[src/rtl/serial_subtractor_if.sv]
`default_nettype none
// +-----------------------------------------------------------------------+
// | serial_subtractor_if : start/busy/done handshake and operand bundle   |
// | Revision 1.0                                                          |
// +-----------------------------------------------------------------------+
interface serial_subtractor_if #(
  parameter int WIDTH = 6
);
  logic             start;
  logic [WIDTH-1:0] x;
  logic [WIDTH-1:0] y;
  logic             busy;
  logic             done;
  logic [WIDTH-1:0] d;
  logic             bout;

  modport master (
    output start, x, y,
    input  busy, done, d, bout
  );

  modport slave (
    input  start, x, y,
    output busy, done, d, bout
  );
endinterface
`default_nettype wire

[src/rtl/serial_subtractor.sv]
`default_nettype none
// +-----------------------------------------------------------------------+
// | serial_subtractor : bit-serial d = x - y, LSB first, one bit per clk  |
// | Revision 1.0                                                          |
// +-----------------------------------------------------------------------+
module serial_subtractor #(
  parameter int WIDTH = 6
) (
  input  logic                clk,
  input  logic                rst,
  serial_subtractor_if.slave  sub_if
);

  localparam int              CW       = $clog2(WIDTH + 1);
  localparam logic [0:0]      S_IDLE   = 1'b0;
  localparam logic [0:0]      S_RUN    = 1'b1;
  localparam logic [CW-1:0]   LAST_BIT = CW'(WIDTH - 1);

  logic [0:0]       state_q, state_d;
  logic [WIDTH-1:0] a_sr_q, b_sr_q, r_sr_q, r_sr_d, d_q;
  logic [CW-1:0]    cnt_q;
  logic             br_q, br_d, bout_q, done_q;
  logic             a_bit, b_bit, accept, last_step;

  // State register
  always_ff @(posedge clk) begin
    if (rst) state_q <= S_IDLE;
    else     state_q <= state_d;
  end

  // Next-state logic
  always_comb begin
    state_d = state_q;
    case (state_q)
      S_IDLE:  if (sub_if.start)       state_d = S_RUN;
      S_RUN:   if (cnt_q == LAST_BIT)  state_d = S_IDLE;
      default: state_d = S_IDLE;
    endcase
  end

  // Output decode: every output comes straight from a flop
  always_comb begin
    sub_if.busy = (state_q == S_RUN);
    sub_if.done = done_q;
    sub_if.d    = d_q;
    sub_if.bout = bout_q;
  end

  // Full-subtractor cell
  always_comb begin
    a_bit     = a_sr_q[0];
    b_bit     = b_sr_q[0];
    r_sr_d    = {a_bit ^ b_bit ^ br_q, r_sr_q[WIDTH-1:1]};
    br_d      = (~a_bit & b_bit) | (~(a_bit ^ b_bit) & br_q);
    accept    = (state_q == S_IDLE) && sub_if.start;
    last_step = (state_q == S_RUN) && (cnt_q == LAST_BIT);
  end

  always_ff @(posedge clk) begin
    if (rst) begin
      a_sr_q <= '0;
      b_sr_q <= '0;
      r_sr_q <= '0;
      br_q   <= 1'b0;
      cnt_q  <= '0;
      d_q    <= '0;
      bout_q <= 1'b0;
      done_q <= 1'b0;
    end else begin
      done_q <= last_step;
      if (accept) begin
        a_sr_q <= sub_if.x;
        b_sr_q <= sub_if.y;
        br_q   <= 1'b0;
        cnt_q  <= '0;
      end else if (state_q == S_RUN) begin
        a_sr_q <= a_sr_q >> 1;
        b_sr_q <= b_sr_q >> 1;
        r_sr_q <= r_sr_d;
        br_q   <= br_d;
        cnt_q  <= cnt_q + 1'b1;
        if (last_step) begin
          d_q    <= r_sr_d;
          bout_q <= br_d;
        end
      end
    end
  end

endmodule
`default_nettype wire

[src/flat_wrapper.sv]
// flat-port wrapper written by rule: the top's interface ports become plain ports
module serial_subtractor_flat 
#(
  parameter int WIDTH = 6
)
  (clk, rst, sub_if_start, sub_if_x, sub_if_y, sub_if_busy, sub_if_done, sub_if_d, sub_if_bout);
  serial_subtractor_if #(.WIDTH(WIDTH)) sub_if_i ();
  input  logic clk;
  input  logic rst;
  input wire logic [$bits(sub_if_i.start)-1:0] sub_if_start;
  input wire logic [$bits(sub_if_i.x)-1:0] sub_if_x;
  input wire logic [$bits(sub_if_i.y)-1:0] sub_if_y;
  output wire logic [$bits(sub_if_i.busy)-1:0] sub_if_busy;
  output wire logic [$bits(sub_if_i.done)-1:0] sub_if_done;
  output wire logic [$bits(sub_if_i.d)-1:0] sub_if_d;
  output wire logic [$bits(sub_if_i.bout)-1:0] sub_if_bout;
  assign sub_if_i.start = sub_if_start;
  assign sub_if_i.x = sub_if_x;
  assign sub_if_i.y = sub_if_y;
  assign sub_if_busy = sub_if_i.busy;
  assign sub_if_done = sub_if_i.done;
  assign sub_if_d = sub_if_i.d;
  assign sub_if_bout = sub_if_i.bout;
  serial_subtractor #(.WIDTH(WIDTH)) u_core (.clk(clk), .rst(rst), .sub_if(sub_if_i));
endmodule
[config.mk]
export PLATFORM = sky130hd
export DESIGN_NAME = serial_subtractor_flat
export DESIGN_NICKNAME = d
export VERILOG_FILES = /design/src/rtl/serial_subtractor_if.sv /design/src/rtl/serial_subtractor.sv /design/src/flat_wrapper.sv
export SDC_FILE = /design/constraint.sdc
export NUM_CORES = 1
export LEC_CHECK = 0
export BUFFER_PORTS_ARGS = -buffer_cell sky130_fd_sc_hd__buf_2
export CAP_MARGIN = 25
export CELL_PAD_IN_SITES_DETAIL_PLACEMENT = 1
export CELL_PAD_IN_SITES_GLOBAL_PLACEMENT = 2
export CORE_AREA = 10 10 72 74
export DETAILED_ROUTE_END_ITERATION = 6
export DIE_AREA = 0 0 82 84
export GPL_TIMING_DRIVEN = 0
export PLACE_DENSITY = 0.86
export RECOVER_POWER = 25
export SLEW_MARGIN = 20
export SYNTH_ARGS = -nofsm -noshare
export SYNTH_HDL_FRONTEND = slang
export SYNTH_SLANG_ARGS = --single-unit
export TNS_END_PERCENT = 1
[constraint.sdc]
create_clock -name clk -period 3.05 [get_ports clk]
set_clock_uncertainty 0.15 [all_clocks]
set_input_delay 0.305 -clock clk [delete_from_list [all_inputs] [get_ports clk]]
set_output_delay 0.305 -clock clk [all_outputs]
set_load 0.01 [all_outputs]
After elaboration in Yosys (flattened, before gate mapping)
Index checks and enable logic that the tools add are counted.
Operators by class
  bitwise gates (word level): 9
  add/subtract/negate cells: 1
  multiplexer cells: 7
  eq/ne operators: 1
  reduce and logical (&&, ||, !) cells: 6
Operators by type and width (count)
  two-way mux 6 bit: 4
  NOT 1 bit: 4
  adder 3 x 1 -> 3 bit, second input constant: 1
  equality test 3 bit, second input constant: 1
  AND reduction 3 bit: 1
  bitwise AND 1 bit: 2
  logical AND 1 bit: 2
  two-way mux 1 bit: 2
  case mux 1 bit (2 select lines): 1
  AND reduction 2 bit: 1
  nonzero test 2 bit: 1
  OR reduction 2 bit: 1
  bitwise XOR 1 bit: 2
  OR 1 bit: 1
Storage, ports and cells
  register bits after elaboration: 31
  output and inout bits: 9
  input port bits: 15

Longest topological paths before layout
Gate-level depths: netlist (run 1).
  depth after elaboration: 4
  gate-level depth with buffers: 6
  mapped depth without buffers: 5

Worst setup path before layout (run 1)
No wires, ideal clock.
  path type: register to register
  from: reg u_core.b_sr_q[0]
  to: reg u_core.br_q
  setup time: 65 ps
  clock period less this slack: 1304 ps
  required time: 2835 ps
  slack: 1746 ps
  stages on the path, launching flop included: 6
  arrival time: 1089 ps
  path through: dfxtp_1 inv_1 fa_1 nand2b_1 o31a_1 nor2_1
Between the ends
  longest elaborated chain between the ends: 4
Ends and longest elaborated chain
  from (decl): RTL line serial_subtractor.sv:20  | logic [WIDTH-1:0] a_sr_q, b_sr_q, r_sr_q, r_sr_d, d_q;
  from (signal assigned): RTL line serial_subtractor.sv:73  | b_sr_q <= sub_if.y;
  from (signal assigned): RTL line serial_subtractor.sv:78  | b_sr_q <= b_sr_q >> 1;
  bitwise XOR 1 bit: RTL line serial_subtractor.sv:54  | br_d = (~a_bit & b_bit) | (~(a_bit ^ b_bit) & br_q);
  NOT 1 bit: RTL line serial_subtractor.sv:54
  bitwise AND 1 bit: RTL line serial_subtractor.sv:54
  OR 1 bit (*): RTL line serial_subtractor.sv:54
  to (signal assigned): RTL line serial_subtractor.sv:80  | br_q <= br_d;
  to (decl): RTL line serial_subtractor.sv:22  | logic br_q, br_d, bout_q, done_q;
Mark *: on every way between the ends. The rest lies on a longest branch, timed or not.
A chain may end at the register's enable or synchronous reset.

Worst setup path in the final report (run 1)
  from: reg u_core.state_q (netlist: u_core.sub_if.busy)
  to: reg u_core.cnt_q[0]
Between the ends
  longest elaborated chain between the ends: 3
Ends and longest elaborated chain
  from (decl): RTL line serial_subtractor.sv:19  | logic [0:0] state_q, state_d;
  from (signal assigned): RTL line serial_subtractor.sv:28  | else state_q <= state_d;
  NOT 1 bit: RTL line serial_subtractor.sv:55  | accept = (state_q == S_IDLE) && sub_if.start;
  logical AND 1 bit: RTL line serial_subtractor.sv:55
  OR reduction 2 bit (no source line)
  to (signal assigned): RTL line serial_subtractor.sv:81  | cnt_q <= cnt_q + 1'b1;
  to (decl): RTL line serial_subtractor.sv:21  | logic [CW-1:0] cnt_q;
Several ways; a longest one is shown, not always the timed one.

==> results.sh, run 1 <==
export IMPL_endpoint_kind="flop"
export IMPL_hold_ws_ns=0.155
export IMPL_critical_path_max_fanout=10
export IMPL_synth_ff_type="dfxtp_1"
export IMPL_wl_um=2930
export IMPL_drive_gt1_share_pct=16.9
export IMPL_syn_area_um2=1280
export IMPL_hold_violations=0
export IMPL_worstSetupPathType="reg -> reg"
export IMPL_pre_cts_ws_ns=1.63
export IMPL_route_detailed_wl_per_inst_um=13.6
export IMPL_dpl_cell_area_um2=1450
export IMPL_ir_worst_vdd_mv=0.215
export IMPL_p_comb_share_pct=9.4
export IMPL_critPathArrivalTime_ns=1.84
export IMPL_regArea_um2=601
export IMPL_period_needed_ns=1.83
export IMPL_die_y_um=84
export IMPL_post_synth_num_cell_types=26
export IMPL_grt_pass1_wl_um=5130
export IMPL_initial_utilization_pct=33.2
export IMPL_status="completed"
export IMPL_synth_area_leaders="dfxtp_1 47%, mux2i_1 14%, nand2_1 6.5%, o21ai_0 3.5%, nor2b_1 3.4%"
export IMPL_drcViolationCount=0
export IMPL_htreeDepth=2
export IMPL_syn_nets=155
export IMPL_fin_crit_sh_pct=59.9
export IMPL_core_um2=3860
export IMPL_setup_viol=0
export IMPL_switchingPower_uw=197
export IMPL_clkSlewWorstSetupHoldPaths_ns=0.06
export IMPL_worstReg2RegEnd="u_core.cnt_q[0]"
export IMPL_synthCells=137
export IMPL_portBuffers=21
export IMPL_vias=1010
export IMPL_synth_area_per_cell_um2=9.33
export IMPL_clock_latency_ns=0.28
export IMPL_dieWidth_um=82
export IMPL_r2r_slack_ns=1.22
export IMPL_power_per_cell_area_nw_per_um2=539
export IMPL_start_kind="flop"
export IMPL_internal_power_uw=624
export IMPL_dp_hpwl_um=2170
export IMPL_firstDrtPassIters=2
export IMPL_mostFrequentLayoutCell="dfxtp_1"
export IMPL_fin_tns_setup_ns=0
export IMPL_p_seq_share_pct=50.3
export IMPL_area_growth_pct=19.0
export IMPL_num_antenna_cells=0
export IMPL_crit_end="u_core.cnt_q[0]"
export IMPL_num_io_pins=24
export IMPL_yosysSeqAreaShare_pct=47.0
export IMPL_min_path_type="in -> reg"
export IMPL_drtAntennaViolNets=0
export IMPL_antenna_found_initial=0
export IMPL_postSynth_asyncResetShare_pct=0
export IMPL_fmax_ghz=0.547
export IMPL_ys_ff_latch=30
export IMPL_r2r_start="u_core.sub_if.busy"
export IMPL_grt_usage_pct=9.64
export IMPL_layout_common_cells="30 x dfxtp_1, 22 x nand2_1, 18 x mux2i_1"
export IMPL_drt_iter0_drc=22
export IMPL_hold_buffers=0
export IMPL_fp_row_count=23
export IMPL_multi_input_area_um2=592
export IMPL_relSlewSlack_pct=60.2
export IMPL_cts_tree="yes"
export IMPL_drv_slew=0
export IMPL_startpoint="u_core.sub_if.busy"
export IMPL_vias_per_cell=4.68
export IMPL_dieArea_um2=6890
export IMPL_final_area_um2=1520
export IMPL_post_cts_setup_buffer_count=0
export IMPL_numCtsBuffers=5
export IMPL_fill_cells=485
export IMPL_worst_pin_slew_ns=0.597
export IMPL_synth_edf_count=0
export IMPL_p_leak_nw=0.629
export IMPL_grt_max_degree=11
export IMPL_cts_root_buf="clkbuf_8"
export IMPL_rr_worst_depth=5
export IMPL_grt_pass1_vias=1123
export IMPL_rsz0062_at_grt="false"
export IMPL_clockBufferDepth=2
export IMPL_finalNetCount=183
export IMPL_yosysTopAreaCell="dfxtp_1"
export IMPL_drv_cap=0
export IMPL_pwr_share_clk_pct=40.3
export IMPL_required_ns=3.06
export IMPL_grt_ovfl_total=0
export IMPL_yosys_warnings=0
export IMPL_globalplace_congestion=0.703
export IMPL_final_core_util_pct=39.5
export IMPL_p_sw_share_pct=23.9
export IMPL_worst_slack_ns=1.22
export IMPL_netlist_area_leader_share_pct=47.0
export IMPL_clock_sinks=30
export IMPL_cts_resized=0
-- worst min-delay path by stage --
stage               slack, ns          startpoint  cells past startpoint            endpoint
CTS                      0.16         sub_if_y[5]                      3    u_core.b_sr_q[5]
global route             0.18         sub_if_y[5]                      3    u_core.b_sr_q[5]
finish                   0.16         sub_if_y[5]                      3    u_core.b_sr_q[5]
global placement         0.29  u_core.sub_if.d[1]                      2  u_core.sub_if.d[1]
floorplan                0.28    u_core.r_sr_q[1]                      2  u_core.sub_if.d[0]
detailed placement       0.30    u_core.r_sr_q[1]                      2  u_core.sub_if.d[0]
-- power groups by stage --
stage | Combinational [mW] | Sequential (mW) | Clock, mW
2_1_floorplan | 0.0573 | 0.420 | 0
3_3_place_gp | 0.0768 | 0.421 | 0
3_5_place_dp | 0.0800 | 0.422 | 0
4_1_cts | 0.0805 | 0.413 | 0.341
5_1_grt | 0.0885 | 0.415 | 0.360
6_report | 0.0772 | 0.413 | 0.331
-- cell families after synthesis --
family                     after synthesis  share of synthesized area, %
AOI/OAI and AO/OA                       20                          9.00
DFF                                     30                          47.0
buffers and inverters                   13                          6.75
muxes                                   18                          14.1
and+or+nand+nor                         52                          19.0
xor gates and xnor gates                 1                         0.685
adders and majority gates                3                          3.52
-- state kept, by name, indices dropped and copies added, names as in the netlist, 3 cells and up --
name,cells
u_core.cnt_q,3
u_core.a_sr_q,6
u_core.r_sr_q,5
u_core.b_sr_q,6
u_core.sub_if.d,6
-- routing by layer --
| metal | share of wire [%] | track usage, % | up-vias |
|---|---|---|---|
| met5 | 0 | 0 | - |
| met4 | 2.3 | 5.11 | 0 |
| met3 | 8.5 | 4.31 | 8 |
| met2 | 47 | 16.0 | 22 |
| met1 | 42 | 9.74 | 472 |
| li1 | - | - | 508 |
-- Yosys cell counts (all sizes together), types with 3 or more instances --
cell,number
nor3,3
nand2,22
buf,7
dfxtp,30
a21oi,7
o21ai,10
inv,3
nor2b,7
nor2,12
clkbuf,3
mux2i,18
and2b,3
-- cell type report --
class                      instances  area share [%]
clock inverter                     1           0.329
tap                               50            4.11
timing repair buffer              21            6.33
multi-input combinational         94            38.9
sequential                        30            39.5
buffer                            10            4.44
clock buffer                       7            5.67
inverter                           3           0.740
-- stage by stage --
stage | instances | total power, mW
finish | 216 | 0.821
global route | 216 | 0.863
CTS | 216 | 0.835
detailed placement | 208 | 0.502
global placement | 208 | 0.498
floorplan | 137 | 0.477
-- worst max-delay path, stage by stage, from the launching register on --
cell and delay [ns]:
dfxtp_1 0.34, clkbuf_1 0.35, clkbuf_1 0.52, nor2_1 0.14, mux2i_1 0.16, nor2_1 0.05
No activity file was read; power rests on OpenSTA's default activity.
==> run 2, diff against run 1 <==
--- a/config.mk
+++ b/config.mk
@@ -9,11 +9,11 @@
 export CAP_MARGIN = 25
 export CELL_PAD_IN_SITES_DETAIL_PLACEMENT = 1
 export CELL_PAD_IN_SITES_GLOBAL_PLACEMENT = 2
-export CORE_AREA = 10 10 72 74
+export CORE_AREA = 10 10 78 80
 export DETAILED_ROUTE_END_ITERATION = 6
-export DIE_AREA = 0 0 82 84
+export DIE_AREA = 0 0 88 90
 export GPL_TIMING_DRIVEN = 0
-export PLACE_DENSITY = 0.86
+export PLACE_DENSITY = 0.77
 export RECOVER_POWER = 25
 export SLEW_MARGIN = 20
 export SYNTH_ARGS = -nofsm -noshare
==> constraint.sdc (replaced) <==
create_clock -name clk -period 1.55 [get_ports clk]
set_clock_uncertainty 0.15 [all_clocks]
set_input_delay 0.155 -clock clk [delete_from_list [all_inputs] [get_ports clk]]
set_output_delay 0.155 -clock clk [all_outputs]
set_load 0.01 [all_outputs]
==> results.sh, run 2 (same netlist as run 1, synthesis figures left out) <==
export IMPL_multi_input_area_um2=592
export IMPL_cts_resized=0
export IMPL_antenna_found_initial=0
export IMPL_internal_power_mw=1.22
export IMPL_grt_pass1_wl_um=4650
export IMPL_grt_pass1_vias=1043
export IMPL_dpl_cell_area_um2=1450
export IMPL_vias_per_cell=4.56
export IMPL_critical_path_max_fanout=2
export IMPL_worstSetupPathType="reg -> reg"
export IMPL_clock_latency_ns=0.28
export IMPL_p_comb_share_pct=9.7
export IMPL_required_ns=1.62
export IMPL_fin_tns_setup_ns=0
export IMPL_worst_pin_slew_ns=0.564
export IMPL_critPathArrivalTime_ns=1.49
export IMPL_clkSlewWorstSetupHoldPaths_ns=0.06
export IMPL_initial_utilization_pct=27.8
export IMPL_drive_gt1_share_pct=16.5
export IMPL_min_path_type="in -> reg"
export IMPL_pwr_share_clk_pct=38.8
export IMPL_fp_row_count=25
export IMPL_num_antenna_cells=0
export IMPL_regArea_um2=601
export IMPL_htreeDepth=2
export IMPL_vias=993
export IMPL_fin_crit_sh_pct=91.6
export IMPL_setup_viol=0
export IMPL_power_per_cell_area_nw_per_um2=1040
export IMPL_die_y_um=90
export IMPL_cts_tree="yes"
export IMPL_grt_usage_pct=7.43
export IMPL_firstDrtPassIters=3
export IMPL_p_sw_share_pct=23.0
export IMPL_mostFrequentLayoutCell="dfxtp_1"
export IMPL_clock_sinks=30
export IMPL_dieWidth_um=88
export IMPL_cts_root_buf="clkbuf_8"
export IMPL_numCtsBuffers=5
export IMPL_core_um2=4600
export IMPL_fmax_ghz=0.704
export IMPL_drcViolationCount=0
export IMPL_post_cts_setup_buffer_count=0
export IMPL_endpoint_kind="flop"
export IMPL_hold_violations=0
export IMPL_route_detailed_wl_per_inst_um=13.3
export IMPL_final_area_um2=1520
export IMPL_dieArea_um2=7920
export IMPL_portBuffers=21
export IMPL_layout_common_cells="30 x dfxtp_1, 22 x nand2_1, 18 x mux2i_1"
export IMPL_dp_hpwl_um=2150
export IMPL_finalNetCount=183
export IMPL_relSlewSlack_pct=62.4
export IMPL_wl_um=2900
export IMPL_ir_worst_vdd_mv=0.272
export IMPL_start_kind="flop"
export IMPL_grt_ovfl_total=0
export IMPL_drt_iter0_drc=21
export IMPL_status="completed"
export IMPL_p_seq_share_pct=51.5
export IMPL_area_growth_pct=19.1
export IMPL_drv_cap=0
export IMPL_clockBufferDepth=2
export IMPL_num_io_pins=24
export IMPL_period_needed_ns=1.42
export IMPL_drtAntennaViolNets=0
export IMPL_p_leak_nw=0.624
export IMPL_hold_buffers=0
export IMPL_drv_slew=0
export IMPL_switchingPower_uw=364
export IMPL_rsz0062_at_grt="false"
export IMPL_globalplace_congestion=0.689
export IMPL_fill_cells=545
export IMPL_grt_max_degree=11
-- run 2: cell types whose count changed in the layout (fill, tap and decap cells not counted), sizes merged --
cell,previous run,this run
clkinv,1,0
clkbuf,19,18
-- run 2: final cells by class --
cell class	instances	share of cell area, %
Buffer	10	4.93
Clock buffer	6	5.42
Inverter	3	0.740
Multi-Input combinational cell	94	38.9
Sequential cell	30	39.4
Tap cell	54	4.44
Timing Repair Buffer	21	6.16
-- run 2: final timing paths --
path,from,to,slack [ns],cells past startpoint
worst min register to register,u_core.sub_if.d[0],u_core.sub_if.d[0],0.30,2
worst max register to register,u_core.b_sr_q[0],u_core.br_q,0.13,5
worst min-delay path,sub_if_y[5],u_core.b_sr_q[5],0.04,3
worst max-delay path,u_core.b_sr_q[0],u_core.br_q,0.13,5
-- run 2: worst max-delay path, cell delays in order, from the launching register on --
cell and delay (ns):
dfxtp_1 0.36, inv_1 0.07, fa_1 0.45, nand2b_1 0.16
o31a_1 0.10, nor2_1 0.07
-- run 2: per-stage QoR --
stage	utilization [%]	power [mW]	cells	setup slack (ns)	hold WS (ns)
CTS	33.4	1.61	218	0.115	0.0331
global route	33.1	1.66	218	0.0224	0.0403
finish	33.1	1.58	218	0.130	0.0371
detailed placement	31.6	0.988	212	0.161	0.297
floorplan	-	0.939	137	0.246	0.200
global placement	31.6	0.982	212	0.186	0.290
-- run 2: power by group through the flow --
| stage | Sequential (mW) | Combinational, mW | Clock [mW] |
|---|---|---|---|
| after floorplan | 0.827 | 0.113 | 0 |
| after global placement | 0.829 | 0.153 | 0 |
| after detailed placement | 0.831 | 0.158 | 0 |
| after CTS | 0.814 | 0.159 | 0.641 |
| after global routing | 0.818 | 0.173 | 0.667 |
| final | 0.814 | 0.153 | 0.613 |
-- run 2: metal layers --
layer  up-vias  part of all wire [%]  track usage [%]
met5         -                     0                0
met4         0                  0.66             1.60
met3         2                   6.2             4.33
met2        22                    47             12.1
met1       465                    46             8.01
li1        504                     -                -
